$ cat src/rtl/cmd_cfg_gen.sv
// Host command processor: 8-bit config register file, circular capture-RAM dumps, ACK/NAK.
// Optional dump checksum byte is enabled by defining CMD_CFG_GEN_CHKSUM_EN.
module cmd_cfg_gen #(
    parameter int NUM_CH    = 5,
    parameter int ENTRIES   = 384,
    parameter int LOG2      = 9,
    parameter int REG_DEPTH = 32
) (
    input  logic                   clk,
    input  logic                   rst_n,
    input  logic [15:0]            cmd_i,
    input  logic                   cmd_rdy_i,
    input  logic                   resp_sent_i,
    input  logic                   set_capture_done_i,
    input  logic [LOG2-1:0]        ram_addr_i,
    input  logic [NUM_CH*8-1:0]    rdata_i,
    output logic [LOG2-1:0]        raddr_o,
    output logic [REG_DEPTH*8-1:0] regs_o,
    output logic [7:0]             resp_o,
    output logic                   send_resp_o,
    output logic                   clr_cmd_rdy_o
);

    localparam int         CW  = LOG2 + 1;
    localparam int         RW  = (REG_DEPTH > 1) ? $clog2(REG_DEPTH) : 1;
    localparam logic [7:0] ACK = 8'hA5;
    localparam logic [7:0] NAK = 8'hEE;

    localparam logic [1:0] OP_READ  = 2'b00;
    localparam logic [1:0] OP_WRITE = 2'b01;
    localparam logic [1:0] OP_DUMP  = 2'b10;

    typedef enum logic [2:0] {
        IDLE, REG_RESP, WAIT_SENT, DUMP_RD, DUMP_SEND, DUMP_WAIT, DONE
    } state_e;

    state_e          state_q, state_d;
    logic [15:0]     cmd_q, cmd_d;
    logic [LOG2-1:0] raddr_q, raddr_d;
    logic [CW-1:0]   count_q, count_d;
    logic [CW-1:0]   len_q, len_d;
    logic [2:0]      ch_q, ch_d;
    logic [7:0]      resp_q, resp_d;
    logic            send_q, send_d;
    logic            clr_q, clr_d;
    logic [7:0]      regs_q [REG_DEPTH];
    logic [7:0]      regs_d [REG_DEPTH];
`ifdef CMD_CFG_GEN_CHKSUM_EN
    logic [7:0]      sum_q, sum_d;
    logic            chk_sent_q, chk_sent_d;
`endif

    logic [1:0]    op_in;
    logic          addr_ok_in, addr_ok_q, ch_ok_in;
    logic [RW-1:0] idx_in, idx_q;
    logic [7:0]    sel_byte;
    int            len_int;

    assign op_in      = cmd_i[15:14];
    assign idx_in     = cmd_i[8 +: RW];
    assign idx_q      = cmd_q[8 +: RW];
    assign addr_ok_in = int'(cmd_i[13:8]) < REG_DEPTH;
    assign addr_ok_q  = int'(cmd_q[13:8]) < REG_DEPTH;
    assign ch_ok_in   = (cmd_i[10:8] != 3'd0) && (int'(cmd_i[10:8]) <= NUM_CH);
    assign len_int    = (cmd_i[7:0] == 8'd0 || int'(cmd_i[7:0]) > ENTRIES)
                        ? ENTRIES : int'(cmd_i[7:0]);

    // Channel numbers are 1-based on the command interface, 0-based on rdata_i.
    always_comb begin
        sel_byte = '0;
        for (int c = 0; c < NUM_CH; c++) begin
            if (int'(ch_q) == c + 1) sel_byte = rdata_i[8*c +: 8];
        end
    end

    always_comb begin
        // NOTE: every next-state signal gets a default before the case, so no path leaves one unassigned and infers a latch.
        state_d = state_q;
        cmd_d   = cmd_q;
        raddr_d = raddr_q;
        count_d = count_q;
        len_d   = len_q;
        ch_d    = ch_q;
        resp_d  = resp_q;
        send_d  = 1'b0;
        clr_d   = 1'b0;
        regs_d  = regs_q;
`ifdef CMD_CFG_GEN_CHKSUM_EN
        sum_d      = sum_q;
        chk_sent_d = chk_sent_q;
`endif

        case (state_q)
            IDLE: begin
                if (cmd_rdy_i) begin
                    cmd_d = cmd_i;
                    if (op_in == OP_DUMP && ch_ok_in) begin
                        state_d = DUMP_RD;
                        raddr_d = ram_addr_i;
                        count_d = '0;
                        len_d   = CW'(len_int);
                        ch_d    = cmd_i[10:8];
`ifdef CMD_CFG_GEN_CHKSUM_EN
                        sum_d      = '0;
                        chk_sent_d = 1'b0;
`endif
                    end else begin
                        // Response and handshake pulses are registered so they appear during REG_RESP.
                        state_d = REG_RESP;
                        send_d  = 1'b1;
                        clr_d   = 1'b1;
                        case (op_in)
                            OP_READ:  resp_d = addr_ok_in ? regs_q[idx_in] : NAK;
                            OP_WRITE: resp_d = addr_ok_in ? ACK : NAK;
                            default:  resp_d = NAK;
                        endcase
                    end
                end
            end
            REG_RESP: begin
                if (cmd_q[15:14] == OP_WRITE && addr_ok_q) regs_d[idx_q] = cmd_q[7:0];
                state_d = WAIT_SENT;
            end
            WAIT_SENT: begin
                if (resp_sent_i) state_d = IDLE;
            end
            DUMP_RD: begin
                state_d = DUMP_SEND;
            end
            DUMP_SEND: begin
                resp_d  = sel_byte;
                send_d  = 1'b1;
                raddr_d = (raddr_q == LOG2'(ENTRIES - 1)) ? '0 : raddr_q + 1'b1;
                count_d = count_q + 1'b1;
`ifdef CMD_CFG_GEN_CHKSUM_EN
                sum_d   = sum_q + sel_byte;
`endif
                state_d = DUMP_WAIT;
            end
            DUMP_WAIT: begin
                if (resp_sent_i) begin
                    if (count_q == len_q) begin
`ifdef CMD_CFG_GEN_CHKSUM_EN
                        if (!chk_sent_q) begin
                            resp_d     = sum_q;
                            send_d     = 1'b1;
                            chk_sent_d = 1'b1;
                        end else begin
                            state_d = DONE;
                            clr_d   = 1'b1;
                        end
`else
                        state_d = DONE;
                        clr_d   = 1'b1;
`endif
                    end else begin
                        state_d = DUMP_RD;
                    end
                end
            end
            DONE: begin
                state_d = IDLE;
            end
            default: state_d = IDLE;
        endcase

        // Applied after any register write so capture-done wins on reg0 bit 5.
        if (set_capture_done_i) regs_d[0][5] = 1'b1;
    end

    // NOTE: sequential state uses non-blocking assignments so every flop samples pre-edge values.
    always_ff @(posedge clk or negedge rst_n) begin
        if (!rst_n) begin
            state_q <= IDLE;
            cmd_q   <= '0;
            raddr_q <= '0;
            count_q <= '0;
            len_q   <= '0;
            ch_q    <= '0;
            resp_q  <= '0;
            send_q  <= 1'b0;
            clr_q   <= 1'b0;
            // NOTE: the register file is host-visible config, so it is reset like any other flop rather than left as uninitialised RAM.
            for (int r = 0; r < REG_DEPTH; r++) regs_q[r] <= '0;
`ifdef CMD_CFG_GEN_CHKSUM_EN
            sum_q      <= '0;
            chk_sent_q <= 1'b0;
`endif
        end else begin
            state_q <= state_d;
            cmd_q   <= cmd_d;
            raddr_q <= raddr_d;
            count_q <= count_d;
            len_q   <= len_d;
            ch_q    <= ch_d;
            resp_q  <= resp_d;
            send_q  <= send_d;
            clr_q   <= clr_d;
            regs_q  <= regs_d;
`ifdef CMD_CFG_GEN_CHKSUM_EN
            sum_q      <= sum_d;
            chk_sent_q <= chk_sent_d;
`endif
        end
    end

    for (genvar r = 0; r < REG_DEPTH; r++) begin : g_regs_out
        assign regs_o[8*r +: 8] = regs_q[r];
    end

    assign raddr_o       = raddr_q;
    assign resp_o        = resp_q;
    assign send_resp_o   = send_q;
    assign clr_cmd_rdy_o = clr_q;

endmodule

$ cat config.mk
export PLATFORM = sky130hd
export DESIGN_NAME = cmd_cfg_gen
export DESIGN_NICKNAME = d
export VERILOG_FILES = /design/src/rtl/cmd_cfg_gen.sv
export SDC_FILE = /design/constraint.sdc
export NUM_CORES = 1
export LEC_CHECK = 0
export CAP_MARGIN = 20
export CELL_PAD_IN_SITES_DETAIL_PLACEMENT = 1
export CELL_PAD_IN_SITES_GLOBAL_PLACEMENT = 1
export CORE_ASPECT_RATIO = 0.75
export CORE_MARGIN = 4
export CORE_UTILIZATION = 44
export DETAILED_ROUTE_END_ITERATION = 8
export MAX_ROUTING_LAYER = met4
export PLACE_DENSITY = 0.93
export SLEW_MARGIN = 20
export SYNTH_ARGS = -nofsm -noshare
export SYNTH_HDL_FRONTEND = slang
export SYNTH_SLANG_ARGS = --single-unit
$ cat constraint.sdc
create_clock -name clk -period 4.6 [get_ports clk]
set_input_delay 0.69 -clock clk [delete_from_list [all_inputs] [get_ports clk]]
set_output_delay 0.69 -clock clk [all_outputs]
set_load 0.1 [all_outputs]
======== Yosys cells after proc, flatten, opt, wreduce, memory -nomap -nowiden ========
Index checks and enable logic that the tools add are counted.
operators by class
  add/subtract/negate cells ............... 2
  magnitude comparators ................... 6
  eq/ne operators ......................... 20
  muxes and demuxes ....................... 40
  bitwise operators ....................... 2
  reduce and logical (&&, ||, !) cells .... 18
operator list
  cell                     number
  $mux W254                2
  $bwmux W256              1
  $mux W8                  11
  $bmux W8 S5              1
  $demux W8 S5             1
  $mux W9                  4
  $pmux W8 S2              2
  $mux W10                 2
  $pmux W10 S2             1
  $eq A3 B3 Y1 const B     6
  $pmux W3 S6              1
  $pmux W9 S2              1
  $ge A6 B6 Y1 const B     2
  $lt A6 B6 Y1 const B     2
  $mux W3                  4
  $not A5 Y6               2
  $reduce_and A3 Y1        4
  $add A10 B1 Y10 const B  1
  $eq A10 B10 Y1           1
  $ne A2 B2 Y1 const B     5
  $add A9 B1 Y9 const B    1
  $eq A3 B2 Y1 const B     3
  $eq A9 B9 Y1 const B     1
  $logic_not A8 Y1         1
  other kinds (15)         28
word-level totals
  register bits ........................... 317
  input bits .............................. 70
  output and inout bits ................... 275
  logic and storage cells ................. 130

======== Longest topological paths before layout ========
Gate-level depths: netlist (run 1).
  depth after elaboration ................. 9
  mapped depth ............................ 8
  depth with buffers taken out ............ 6

======== Worst setup path after synthesis (run 1) ========
No wires, ideal clock.
  path type ............................... in2reg
  start point ............................. input cmd_i[8]
  end point ............................... register resp_q[2] (netlist: resp_o[2])
  library setup time ...................... 0.128 ns
  arrival ................................. 2.521 ns
  data required time ...................... 4.472 ns
  path slack .............................. 1.951 ns
  stages on the path ...................... 7
  path buffers ............................ 3
  cells stage by stage .................... buf_2 -> buf_4 -> buf_2 -> mux4_2 -> mux4_2 -> mux2i_1 -> a21oi_1
on the way
  word-level cells in the longest chain between the ends .. 9
  elaborated cells between the ends (all ways) .. 16
  those cells by class .................... order compare: 2; eq/ne: 1; mux: 8; bitwise: 1; reduce/logical: 4
ends and longest elaborated chain
  what                                        RTL line  text
  from (decl)                                 11        input logic [15:0] cmd_i,
  $not A5 Y6 (implied by the code)            113       OP_READ: resp_d = addr_ok_in ? regs_q[idx_in] : NAK;
  $bmux W8 S5                                 113
  $mux W8 (implied by the code) (2 in a row)  113
  $mux W8                                     113
  $pmux W8 S2                                 112       case (op_in)
  $mux W8                                     97        if (op_in == OP_DUMP && ch_ok_in) begin
  $mux W8                                     95        if (cmd_rdy_i) begin
  $pmux W8 S2                                 93        case (state_q)
  to (signal assigned)                        196       resp_q <= resp_d;
  to (decl)                                   43        logic [7:0] resp_q, resp_d;
Several ways; a longest one is shown, not always the timed one. The select of a mux whose other input is x is not followed.
A chain may end at the register's enable or synchronous reset.

======== Worst setup path in the final report (run 1) ========
  start point ............................. register state_q[1]
  end point ............................... register regs_q, in the netlist regs_o[152]
on the way
  word-level cells in the longest chain between the ends .. 2
ends and longest elaborated chain
  what                                RTL line  text
  from (decl)                         37        state_e state_q, state_d;
  from (signal assigned)              190       state_q <= state_d;
  $eq A3 B1 Y1                        93
  $reduce_and A2 Y1 (no source line)  --
  to (signal assigned)                199       regs_q <= regs_d;
  to (decl)                           46        logic [7:0] regs_q [REG_DEPTH];
No other way between the ends.

==> results of run 1 <==
## cells in the final DEF, fill, tap and decap left out, types with 6 or more instances in the layout
cell type and instances:
clkbuf_16 31, nor4_1 6, mux2i_1 21, nand3_1 15, mux4_2 75, a22oi_1 10, dfrtp_1 312, clkdlybuf4s50_1 341
mux2_2 275, o21ai_0 22, clkinv_2 12, inv_1 14, nand2_1 51, nor2_2 8, nor2b_1 7, nor2_1 21
nor3_1 6, buf_4 13, nand2b_1 8, a21oi_1 24, clkbuf_8 11, xnor2_1 13
## stage by stage
step           worst slack (ps)   util  cell area [um^2]
3_3_place_gp               1310  0.561             18900
4_1_cts                    1490  0.592             19900
5_1_grt                    1390  0.593             19900
6_report                   1450  0.593             19900
3_5_place_dp               1020  0.561             18900
2_1_floorplan              1950      -             15000
## final timing paths
kind | from | endpoint | slack (ps) | cells after the start
max in group asynchronous | rst_n | cmd_q[7]$_DFFE_PN0P_ | 3310 | 2
min in group clk | len_q[4]$_DFFE_PN0P_ | len_q[4]$_DFFE_PN0P_ | 500 | 2
hold reg to reg | len_q[4]$_DFFE_PN0P_ | len_q[4]$_DFFE_PN0P_ | 500 | 2
setup reg to reg | state_q[1]$_DFFE_PN0P_ | regs_o[152]$_DFFE_PN0P_ | 1450 | 5
hold / removal | rst_n | regs_o[199]$_DFFE_PN0P_ | 250 | 1
setup / recovery | state_q[1]$_DFFE_PN0P_ | regs_o[152]$_DFFE_PN0P_ | 1450 | 5
## report_power, final
part	internal [mW]	leakage [nW]	switching [mW]
registers	3.44	4.28	1.14
logic	1.80	4.15	4.86
clock network	1.47	0.534	1.15
## worst register-to-register path: stages (launching register included)
cell and delay [ps]:
dfrtp_1 510, or4b_4 650, nor2_1 150, nand3_1 330
nor2b_1 960, mux2_2 430
## registers in the layout, indices dropped and copies added (netlist names)
register and count:
regs_o 256, cmd_q 16, count_q 10, len_q 9
raddr_o 9, resp_o 8, ch_q 3, state_q 3
clr_cmd_rdy_o 1, send_resp_o 1
## cells in the mapped netlist (all sizes together), types with 8 or more instances
cell / n
inv: 14
dfrtp: 316
a22oi: 10
mux2i: 21
buf: 21
nand2b: 8
o21ai: 22
nand3: 15
clkbuf: 55
mux4: 75
a21oi: 24
xnor2: 13
mux2: 279
nor2: 33
nand2: 55
## layout make-up
| class | count | area [um^2] | share of cell area |
|---|---|---|---|
| diodes | 1 | 2.50 | 0.000126 |
| clock buffers | 44 | 935 | 0.0469 |
| clock inverters | 14 | 110 | 0.00552 |
| inverters | 14 | 52.6 | 0.00264 |
| multi-input cells | 648 | 6750 | 0.339 |
| flip-flops and latches | 316 | 7910 | 0.397 |
| well taps | 450 | 563 | 0.0283 |
| repair buffers | 359 | 3600 | 0.181 |
## layer usage
layer  wire [um]  up-vias
li1            -     4566
met1       22500     5951
met2       28500      460
met3        3950       92
met4        1550        0
met5           0        -
## cells by family (layout without fill, tap and decap cells)
logic type | Yosys count | count (layout) | share of synthesized area
mux | 375 | 375 | 0.336
flops | 316 | 316 | 0.527
simple gates | 167 | 167 | 0.0634
compound gates | 90 | 90 | 0.0396
buf+inv | 90 | 431 | 0.0245
xor+xnor | 14 | 14 | 0.00817
fa+ha+maj | 2 | 2 | 0.00167
other cells | 0 | 1 | 0
==> impl_results.md, run 1 <==
- Max transition margin: 0.257
- Die area: 37200 um^2
- Fin crit period: 3150 ps
- Async set-reset flop share out of synthesis: 1.00
- Num ports: 345
- Max-slew violation total from the final report: 0
- Data required, critical path: 5060 ps
- Pleak: 8.97 nW
- Synthesized Nets: 1126
- Final setup fails: 0
- Crit-path slowest cell: nor2b_1
- Avg WL per Cell: 30.7 um
- Number of buffers added for setup after CTS: 0
- Largest net degree at the start of global routing: 121
- Yosys warnings: 0
- TNS Setup: 0 ps
- GRT Overall Usage: 0.310
- Root Driver: clkbuf_16
- Critical Path End Type: register
- WP buf/inv: 0
- Number of DRC markers in iteration 0: 806
- Crit path launch type: register
- Hold_buf cts: 0
- # nets final: 1442
- Row cnt: 58
- IO Port Bufs: 344
- Post-synth EDFFs: 0
- CP delay by family, top: simple AND/OR/NAND/NOR gates
- First-pass GRT wire length: 84500 um
- Syn Std Cell Area: 15000 um^2
- Final-report hold violation count: 0
- Status: completed
- Remaining DRCs: 0
- Final Power: 13.9 mW
- Worst Max-Slew Pin Slew: 1110 ps
- GR Util met2: 0.521
- GRT busiest layer: met2
- Routed Antenna Nets: 0
- Clk_lat worst skew: 600 ps
- Ranking of synthesized cells by area: dfrtp_1, mux2_2, mux4_2
- Post-cts resize count: 0
- Maximum VDD drop: 0.459 mV
- Top cell type's share of synthesized area: 0.527
- Num CTS Buffers: 31
- Chip width: 221 um
- Yosys cell types: 61
- Area grow syn2layout: 32.8%
- CTS Sinks: 316
- Die Y: 168 um
- CTS tree: yes
- Ys flop type: dfrtp_1
- Grt ovf: 0
- Slowest cell delay on critical path: 960 ps
- DPL Wire Length: 41200 um
- Initial antenna violation count: 2
- WP data arrival: 3610 ps
- Critical Path, Cell by Cell: or4b_4 > nor2_1 > nand3_1 > nor2b_1 > mux2_2
- Final hold slack: 245 ps
- Grt met1 use: 0.389
- Synth area leader: dfrtp_1
- Clk_skew: 27.9 ps
- Clk buf depth: 3
- Vias/cell: 6.00
- Final-layout fill cell count: 3174
- Avg Inst Size Synth: 14.2 um^2
- RSZ-0062 raised after global routing: false
- DR vias: 11069
- Router iterations before antenna repair: 5
- H-Tree Depth: 1
- Layout cells sized above 1: 0.325
- Routability cong.: 0.939
- Final wirelength: 56600 um
- Via count of the first global-routing pass: 12132
- Clk slew on worst S/H paths: 70 ps
- Finished Layout Cells: 1846
- Max frequency: 0.318 GHz
- Worst Hold Class: primary input to async pin
- Placed cell count: 1786
- P per Cell Area: 696 nW/um^2
- Fin crit share: 0.684
- Critical path type: register to register
- Met3 usage: 0.0648
- Crit-path max FO: 11
- Post-synthesis sequential area ratio: 0.527
- Initial core utilization: 0.447
- Mapped Cells: 1054
- FF+latch count, synth: 316
- Max_cap viols: 0
- Core area: 33600 um^2
Note: power is estimated with default switching activity, not from simulation.
==> run 2: changes to the inputs <==
- CORE_UTILIZATION: 44 -> 41
- PLACE_DENSITY: 0.93 -> 0.88
- clock period: 4.6 -> 3.2 ns (I/O delays scaled with it)
==> impl_results.md, run 2 (synthesis results as in run 1) <==
- Status: completed
- Clk_skew: 20.8 ps (-7.16 ps)
- Via count of the first global-routing pass: 12098 (-0.28%)
- Clk buf depth: 3 (unchanged)
- Final wirelength: 55000 um (-2.8%)
- TNS Setup: 0 ps (unchanged)
- Final hold slack: 502 ps (+257 ps)
- Num ports: 345 (unchanged)
- Layout cells sized above 1: 0.527 (+0.201)
- Max frequency: 0.352 GHz (+11%)
- Post-cts resize count: 0 (unchanged)
- Combinational share of power: 0.469 (-0.011)
- First-pass GRT wire length: 82000 um (-3.0%)
- Routed Antenna Nets: 0 (unchanged)
- Root Driver: clkbuf_16
- Fin crit share: 0.887 (+0.203)
- Number of DRC markers in iteration 0: 770 (-4.5%)
- Sw frac: 0.516 (about the same)
- Final-layout fill cell count: 3584 (+13%)
- H-Tree Depth: 2 (+1)
- Pleak: 9.63 nW (+7.4%)
- R2r setup slk: 360 ps (-1090 ps)
- # nets final: 1464 (+1.5%)
- Vias/cell: 5.85 (-2.5%)
- Initial antenna violation count: 3 (+1)
- Final Power: 19.9 mW (+43%)
- Routability cong.: 0.878 (-6.5%)
- CTS Sinks: 316 (unchanged)
- Sw power: 10.2 mW (+43%)
- Largest net degree at the start of global routing: 79 (-35%)
- Maximum VDD drop: 0.662 mV (+44%)
- Clk_lat worst skew: 530 ps (-70 ps)
- Max-slew violation total from the final report: 0 (unchanged)
- Critical path type: register to register
- Hold_buf cts: 1 (+1)
- Die area: 39800 um^2 (+7.0%)
- Clk slew on worst S/H paths: 60 ps (about the same)
- Internal power: 9.62 mW (+43%)
- Placed cell count: 1820 (+1.9%)
- Grt ovf: 0 (unchanged)
- Max_cap viols: 0 (unchanged)
- Worst Hold Class: register to register
- Chip width: 229 um (+3.5%)
- Avg WL per Cell: 29.2 um (-4.6%)
- Die Y: 174 um (+3.4%)
- Max transition margin: 0.332 (+0.0750)
- Final setup fails: 0 (unchanged)
- CTS tree: yes
- Row cnt: 60 (+3.4%)
- Final-report hold violation count: 0 (unchanged)
- Finished Layout Cells: 1882 (+2.0%)
- GRT Overall Usage: 0.280 (-0.0299)
- Crit path launch type: register
- IO Port Bufs: 344 (unchanged)
- Number of buffers added for setup after CTS: 0 (unchanged)
- Commonest non-fill, non-tap cell in the layout: dfrtp_1
- Router iterations before antenna repair: 5 (unchanged)
- Most frequent cells in the layout: dfrtp_1, buf_4, mux2_2
- WP data arrival: 3230 ps (-380 ps)
- Initial core utilization: 0.417 (-0.0293)
- Worst Max-Slew Pin Slew: 1000 ps (-109 ps)
- Largest register FFs: 256 (unchanged)
- RSZ-0062 raised after global routing: false
- Num CTS Buffers: 34 (+9.7%)
- Flop pwr share: 0.331 (about the same)
- Remaining DRCs: 0 (unchanged)
- Area grow syn2layout: 30.1%
- Final Core Density: 0.543 (-0.0500)
- Data required, critical path: 3590 ps (-1470 ps)
- DPL Wire Length: 40700 um (-1.2%)
- Critical Path End Type: register
- Clock network power share: 0.200 (+0.011)
- Core area: 36000 um^2 (+7.0%)
- Crit-path max FO: 11 (unchanged)
- P per Cell Area: 1020 nW/um^2 (+46%)
- DR vias: 11001 (-0.61%)
- Fin crit period: 2840 ps (-308 ps)
-- run 2: per-layer routing --
metal | track usage | routed length, um
met5 | - | 0
met4 | 0.0920 | 2060
met3 | 0.0578 | 3620
met2 | 0.440 | 26200
met1 | 0.366 | 23100
-- run 2: power groups by stage --
| stage | clock network (mW) | registers, mW | logic (mW) |
|---|---|---|---|
| 5_1_grt | 4.23 | 6.72 | 9.62 |
| 6_report | 3.98 | 6.57 | 9.32 |
| 3_3_place_gp | 0 | 6.49 | 9.17 |
| 2_1_floorplan | 0 | 10.8 | 2.36 |
| 3_5_place_dp | 0 | 6.58 | 9.34 |
| 4_1_cts | 4.05 | 6.53 | 9.37 |
-- run 2: path summary, 6_finish.rpt --
kind / from / end / depth (start not counted)
min in group asynchronous: rst_n / len_q[2]$_DFFE_PN0P_ / 2
max in group asynchronous: rst_n / regs_o[54]$_DFFE_PN0P_ / 3
worst min register to register: len_q[1]$_DFFE_PN0P_ / len_q[1]$_DFFE_PN0P_ / 2
worst min-delay path: len_q[1]$_DFFE_PN0P_ / len_q[1]$_DFFE_PN0P_ / 2
worst max-delay path: state_q[1]$_DFFE_PN0P_ / regs_o[117]$_DFFE_PN0P_ / 5
worst max register to register: state_q[1]$_DFFE_PN0P_ / regs_o[117]$_DFFE_PN0P_ / 5
-- run 2: worst max-delay path: stages, from the launching register on --
cell and delay, ps:
dfrtp_1 510, or4b_4 640, or3_1 380, or2_1 500, nor2_8 300, mux2_1 370
-- run 2: final cells by class --
class | count | area (um^2) | share of cell area
Antenna cell | 2 | 5.00 | 0.000256
Clock buffer | 47 | 981 | 0.0502
Clock inverter | 12 | 139 | 0.00711
Inverter | 14 | 52.6 | 0.00269
Multi-Input combinational cell | 648 | 6750 | 0.345
Sequential cell | 316 | 7920 | 0.405
Tap cell | 465 | 582 | 0.0298
Timing Repair Buffer | 378 | 3110 | 0.159
-- run 2: stage by stage --
| stage | setup WS [ps] | cell area, um^2 |
|---|---|---|
| after global routing | 247 | 19500 |
| after global placement | 322 | 18400 |
| after detailed placement | 297 | 18400 |
| after CTS | 359 | 19500 |
| final | 361 | 19500 |
| after floorplan | 598 | 15000 |
==> run 3: changes to the inputs <==
- CORE_UTILIZATION: 41 -> 42
- CTS_BUF_LIST: default -> sky130_fd_sc_hd__clkbuf_8
- PLACE_DENSITY: 0.88 -> 0.89
==> impl_results.md, run 3 (synthesis results as in run 1) <==
- Critical path type: register to register
- Layout cells sized above 1: 0.532 (+0.00582)
- RSZ-0062 raised after global routing: false
- Largest register FFs: 256 (unchanged)
- Clk slew on worst S/H paths: 70 ps (about the same)
- Max-slew violation total from the final report: 0 (unchanged)
- Clk buf depth: 3 (unchanged)
- Router iterations before antenna repair: 4 (-1)
- First-pass GRT wire length: 81800 um (-0.21%)
- Grt ovf: 0 (unchanged)
- Remaining DRCs: 0 (unchanged)
- Die Y: 172 um (-1.1%)
- Worst Max-Slew Pin Slew: 1110 ps (+104 ps)
- Final hold slack: 482 ps (-20.5 ps)
- R2r worst-path depth: 5 (unchanged)
- Vias/cell: 5.86 (+0.33%)
- DR vias: 11219 (+2.0%)
- Pleak: 9.73 nW (+0.98%)
- Row cnt: 59 (-1.7%)
- Num CTS Buffers: 48 (+41%)
- Critical Path, Cell by Cell: or4b_4 > or3_1 > or2_1 > nor2_8 > mux2_2
- H-Tree Depth: 2 (unchanged)
- Max_cap viols: 0 (unchanged)
- Initial core utilization: 0.429 (+0.0116)
- DPL Wire Length: 41700 um (+2.4%)
- # nets final: 1492 (+1.9%)
- IO Port Bufs: 344 (unchanged)
- Critical Path End Type: register
- Final setup fails: 0 (unchanged)
- GRT Overall Usage: 0.292 (+0.0120)
- Slowest cell delay on critical path: 640 ps (about the same)
- Commonest non-fill, non-tap cell in the layout: buf_4
- Core area: 35000 um^2 (-2.7%)
- Data required, critical path: 3650 ps (+60 ps)
- Fin crit period: 2850 ps (+10.6 ps)
- Crit-path slowest cell: or4b_4
- CTS Sinks: 316 (unchanged)
- Initial antenna violation count: 1 (-2)
- Final-report hold violation count: 0 (unchanged)
- Chip width: 226 um (-1.2%)
- RR Endpoint: regs_o[183]$_DFFE_PN0P_
- Crit path launch type: register
- WP data arrival: 3300 ps (+70 ps)
- Clk_lat worst skew: 610 ps (+80 ps)
- Routability cong.: 0.875 (-0.25%)
- CTS tree: yes
- Worst reg2reg path startpoint: state_q[1]$_DFFE_PN0P_
- Max frequency: 0.351 GHz (-0.37%)
- Maximum VDD drop: 0.806 mV (+22%)
- P per Cell Area: 1000 nW/um^2 (-1.4%)
- Clk_skew: 39.8 ps (+19.1 ps)
- Max transition margin: 0.263 (-0.0694)
- Finished Layout Cells: 1913 (+1.6%)
- R2r setup slk: 350 ps (about the same)
- Num ports: 345 (unchanged)
- Die area: 38900 um^2 (-2.3%)
- Crit-path max FO: 11 (unchanged)
- Avg WL per Cell: 29.5 um (+0.89%)
- Root Driver: clkbuf_8
- Final wirelength: 56400 um (+2.5%)
- Final Power: 19.6 mW (-1.4%)
- Worst Hold Class: primary input to async pin
- Number of DRC markers in iteration 0: 859 (+12%)
- Most frequent cells in the layout: buf_4, dfrtp_1, mux2_2
- Fin area: 19500 um^2 (about the same)
- Status: completed
- Fin crit share: 0.891 (+0.00331)
- Via count of the first global-routing pass: 12104 (+0.050%)
- Placed cell count: 1825 (+0.27%)
- Area grow syn2layout: 30.1% (about the same)
- TNS Setup: 0 ps (unchanged)
- Largest net degree at the start of global routing: 92 (+16%)
- Routed Antenna Nets: 0 (unchanged)
- Post-DP Area: 18500 um^2 (+0.38%)
run 3: changes by cell type in the layout (fill, tap and decap cells not counted), moves of 6 or more:
cell and change:
clkbuf_1 -6, buf_4 +14, clkbuf_16 -35, clkbuf_8 +59
inv_1 +12
run 3: cell type report:
type,count,area (um^2)
Fill cell,3503,15500
Sequential cell,316,7910
Multi-Input combinational cell,648,6750
Timing Repair Buffer,392,3210
Clock buffer,65,895
Tap cell,457,572
Clock inverter,19,146
Inverter,14,52.6
Antenna cell,2,5.00
run 3: timing repair:
| action | in CTS | in global routing |
|---|---|---|
| hold buffers | 1 | 0 |
| hold endpoints to repair | 83 | 0 |
| setup buffers | 0 | 0 |
| endpoints found under the setup margin | 0 | 0 |
| resized for setup | 0 | 0 |
run 3: layer usage:
metal  vias up  GRT usage  routed length, um
met5         -          -                  0
met4         0     0.0958               2000
met3        95     0.0756               4670
met2       522      0.469              27500
met1      5934      0.365              22300
li1       4668          -                  -
run 3: metrics by stage:
stage	setup slack (ps)	utilization
after floorplan	598	-
after global placement	187	0.527
after detailed placement	133	0.528
after CTS	344	0.558
after global routing	280	0.558
final	350	0.558
run 3: worst max-delay path, delay by kind of cell, from the launching register on:
kind,cells,cell delay [ps]
DFF,1,500
and+or+nand+nor,4,1830
muxes,1,380
run 3: worst max path at each step:
stage	cells after the start	from	to
6_report	5	state_q[1]$_DFFE_PN0P_	regs_o[183]$_DFFE_PN0P_
5_1_grt	5	state_q[1]$_DFFE_PN0P_	regs_o[183]$_DFFE_PN0P_
4_1_cts	5	state_q[1]$_DFFE_PN0P_	regs_o[183]$_DFFE_PN0P_
3_5_place_dp	7	cmd_i[8]	resp_o[1]$_DFFE_PN0P_
3_3_place_gp	7	cmd_i[8]	resp_o[1]$_DFFE_PN0P_
2_1_floorplan	5	raddr_o[0]$_DFFE_PN0P_	raddr_o[0]$_DFFE_PN0P_
run 3: power by group:
part	switching, mW	total (mW)	internal [mW]
Combinational	7.12	9.51	2.38
Clock	1.67	3.64	1.97
Sequential	1.50	6.45	4.95
Total	10.3	19.6	9.30
